--- config.mk ---
export PLATFORM = sky130hd
export DESIGN_NAME = circuit_1_1
export DESIGN_NICKNAME = d
export VERILOG_FILES = /design/src/rtl/circuit_1_1.sv
export SDC_FILE = /design/constraint.sdc
export NUM_CORES = 1
export LEC_CHECK = 0
export ABC_AREA = 1
export BUFFER_PORTS_ARGS = -buffer_cell sky130_fd_sc_hd__buf_2
export CAP_MARGIN = 20
export CORE_AREA = 4 4 41 43
export CTS_CLUSTER_SIZE = 24
export DETAILED_ROUTE_END_ITERATION = 6
export DIE_AREA = 0 0 45 47
export PLACE_DENSITY = 0.7
export SETUP_SLACK_MARGIN = 0.2
export SLEW_MARGIN = 20
export SYNTH_ARGS = -nofsm -noshare
export SYNTH_HDL_FRONTEND = slang
export SYNTH_SLANG_ARGS = --single-unit
--- constraint.sdc ---
create_clock -name clk -period 1.5 [get_ports clk]
set_clock_uncertainty 0.1 [all_clocks]
set_input_delay 0.15 -clock clk [delete_from_list [all_inputs] [get_ports clk]]
set_output_delay 0.15 -clock clk [all_outputs]
set_load 0.02 [all_outputs]
--- src/rtl/circuit_1_1.sv ---
// circuit_1_1: clocked three-input logic cell computing Z = A & (B xnor C).
// Provides the combinational result, a registered result with a valid flag,
// and a saturating count of captured results that were 1.
// CNT_W must be at least 1.

module circuit_1_1 #(
   parameter int CNT_W = 8
) (
   input  logic             clk,
   input  logic             rst_n,
   input  logic             in_valid,
   input  logic             a,
   input  logic             b,
   input  logic             c,
   output logic             z_comb,
   output logic             z,
   output logic             out_valid,
   output logic [CNT_W-1:0] hit_cnt
);

   localparam logic [CNT_W-1:0] CNT_MAX = '1;
   localparam logic [CNT_W-1:0] CNT_ONE = CNT_W'(1);

   // Gate-level form of the reference circuit:
   // w1 = b ^ c, w2 = ~a, w3 = w1 & a, z = ~(w3 | w2), i.e. a & (b xnor c).
   logic w1;
   logic w2;
   logic w3;

   assign w1     = b ^ c;
   assign w2     = ~a;
   assign w3     = w1 & a;
   assign z_comb = ~(w3 | w2);

   // Capture the function value and flag it valid on qualified edges; z holds otherwise.
   always_ff @(posedge clk or negedge rst_n) begin
      if (!rst_n) begin
         z         <= 1'b0;
         out_valid <= 1'b0;
      end else begin
         out_valid <= in_valid;
         if (in_valid) begin
            z <= z_comb;
         end
      end
   end

   // Count captured ones, sticking at all-ones instead of wrapping.
   always_ff @(posedge clk or negedge rst_n) begin
      if (!rst_n) begin
         hit_cnt <= '0;
      end else if (in_valid && z_comb && (hit_cnt != CNT_MAX)) begin
         hit_cnt <= hit_cnt + CNT_ONE;
      end
   end

endmodule

==> impl_metrics.toml <==
[outcome]
status = "finished, final reports clean"

[synthesis]
synth_ff_type = "dfrtp_1"
syn_nets = 100
synth_top_family_by_area = "simple AND/OR/NAND/NOR gates"
synthMuxAreaShare_pct = 0
ys_seq_area_share_pct = 40.2
ys_warn_count = 0
synthAdderAreaFrac_pct = 2.01
synth-xor-area-share_pct = 0
synth_compound_area_share_pct = 0.803
async_reset_ff_share_pct = 100
netlist_area_sq_um = 623
yosys.area_share.simple_pct = 49.8
synth.distinct_cells = 14
synth_edf_count = 0
ys_top_cells_by_area = "dfrtp_1 40%, nand2_1 27%, inv_1 6.6%, nand3_1 5.6%, nor2_1 5.4%"
synth_top_area_share_pct = 40.2
syn_inst = 93
ys_ff_latch = 10
yosysMostFrequentCell = "nand2_1"
yosysTopAreaCell = "dfrtp_1"
syn_avg_cell_area_sq_um = 6.70
yosys-top-cells-count = "45 x nand2_1, 11 x inv_1, 10 x dfrtp_1, 9 x nor2_1, 7 x nand3_1"

[floorplan]
start_util_pct = 47.9
die_y_um = 47
rows = 13
ios = 17
die_area_sq_mm = 0.00212
fp.coreArea_sq_mm = 0.00130
die_w_um = 45

[clocking]
cts_tree = "yes"
cts_buffers = 3
clock-sinks = 10
htreeDepth = 1
cts_buffer_depth = 2
clk_pin_slew_ns = 0.07
clock-root-buffer = "clkbuf_4"
clk_latency_ns = 0.27

[sta]
period_share_pct = 87.7
setup_viol = 0
maxSlewHeadroom_pct = 76.8
final_hold_viol_count = 0
fin_tns_setup_ns = 0
rsz0062_at_grt = "true"
worst_slew_pin_slew_ns = 0.346
max_freq_mhz = 760
min_period_ns = 1.32
maxSlewViolCount = 0

[setup_path]
critPathKind = "reg2reg"
reg2reg_slack_ns = 0.18
end_kind = "register"
crit_fanout = 8
cp_data_arrival_time_ns = 1.38
worstSetupStartpointType = "register"
crit_required_ns = 1.56

[layout]
final.fill_count = 127
diodes = 0
final_area_sq_um = 878
instances_no_fill = 138
final_util_pct = 67.5
register_area_sq_um = 258
syn_to_final_growth_pct = 41.0
nNetsFinal = 131
multi_input_area_sq_um = 358
drive_above_1_share_pct = 36.6

[routing]
vias_per_cell = 4.80
drt_first_pass_iters = 5
drt_iter0_drc = 6
totalWireLength_um = 1600
vias = 663
drtAntennaViolNets = 0
drc_errors = 0
post_drt_wl_per_cell_um = 11.6

[power_and_ir_drop]
combPwrFrac_pct = 33.9
p_switching_uw = 370
irDropWorstVdd_uv = 974
intPower_uw = 606
swShare_pct = 37.9
power_density_mw_per_mm2 = 1110
seqPwrFrac_pct = 40.5
clkPwrFrac_pct = 25.5
leakage_uw = 0.000506

[global_routing]
grt_pass1_wl_um = 2480
grt_max_degree = 11
grt_overflow = 0
first_global_vias = 569
antenna_found_initial = 0
grt.total_usage_pct = 17.0

[place]
dpl.hpwl_um = 1090
place.gp.congestion = 0.791
portBuffers = 16
dp_cells = 124
place_area_sq_um = 737

[hold_path]
min_path_type = "in2reg"

[job]
cap_violations = 0
-- worst paths after layout --
path / startpoint / end / depth (start not counted)
min: in_valid / z / 4
max in group asynchronous: rst_n / hit_cnt[1] / 2
min reg2reg: z / z / 2
min in group asynchronous: rst_n / hit_cnt[4] / 2
max reg2reg: hit_cnt[1] / hit_cnt[1] / 7
max: hit_cnt[1] / hit_cnt[1] / 7
-- flip-flops by register name, indices dropped and copies added (netlist names) --
signal / flops
hit_cnt: 8
out_valid: 1
z: 1
-- layout by cell type, fill, tap and decap left out --
cell           instances
nand2_1               42
buf_2                 16
inv_1                 11
nor2_1                 8
buf_4                  8
nand3_1                7
dfrtp_2                6
dfrtp_1                4
nor2_2                 3
nand2_2                3
clkbuf_4               3
nand3_4                2
nand3b_1               2
dlygate4sd3_1          2
nand4_1                1
o21ai_0                1
inv_4                  1
nand2_4                1
ha_4                   1
clkbuf_8               1
-- per-layer routing --
| layer | vias up | share of wire (%) | track usage, % |
|---|---|---|---|
| met5 | - | 0 | 0 |
| met3 | 2 | 4.3 | 2.30 |
| met1 | 297 | 43 | 19.8 |
| li1 | 348 | - | - |
| met4 | 0 | 0.69 | 10.5 |
| met2 | 16 | 52 | 29.4 |
-- power by group through the flow --
stage | Combinational, uW | Clock, uW | Sequential [uW]
after global routing | 363 | 266 | 403
after CTS | 316 | 257 | 378
after detailed placement | 267 | 0 | 397
after global placement | 266 | 0 | 393
final | 331 | 249 | 396
after floorplan | 125 | 0 | 442
-- cells by family after synthesis --
kind of cell	count (synthesis)
AO/OA/AOI/OAI	1
adder cells (fa/ha/maj)	1
buffers and inverters	12
flip-flops	10
AND/OR/NAND/NOR	69
-- stage by stage --
step / hold WS [ns] / setup slack (ns) / total power [uW]
after CTS: 0.103 / 0.212 / 951
after floorplan: -0.246 / 0.193 / 567
after global routing: 0.138 / 0.133 / 1030
after detailed placement: -0.0771 / 0.172 / 664
final: 0.106 / 0.184 / 976
after global placement: -0.0765 / 0.189 / 658
-- final cells by class --
cell class,count,share of cell area [%]
Sequential cell,10,29.3
Inverter,12,5.41
Multi-Input combinational cell,71,40.7
Clock buffer,4,4.13
Tap cell,15,2.14
Timing Repair Buffer,26,18.2
-- repair_timing --
item,4_1_cts,5_1_grt
hold buffers,2,0
hold endpoints to repair,11,0
buffers inserted,4,4
pin swaps,0,2
gates resized for setup,0,10
setup endpoints to repair,8,8
-- critical path, stage by stage, from the launching register on --
cell,delay (ns)
dfrtp_2,0.43
ha_4,0.18
nand3_4,0.09
inv_4,0.04
nand2_4,0.07
nand3_4,0.13
nand2_1,0.10
nand2_1,0.05
(Power assumes the default switching activity.)
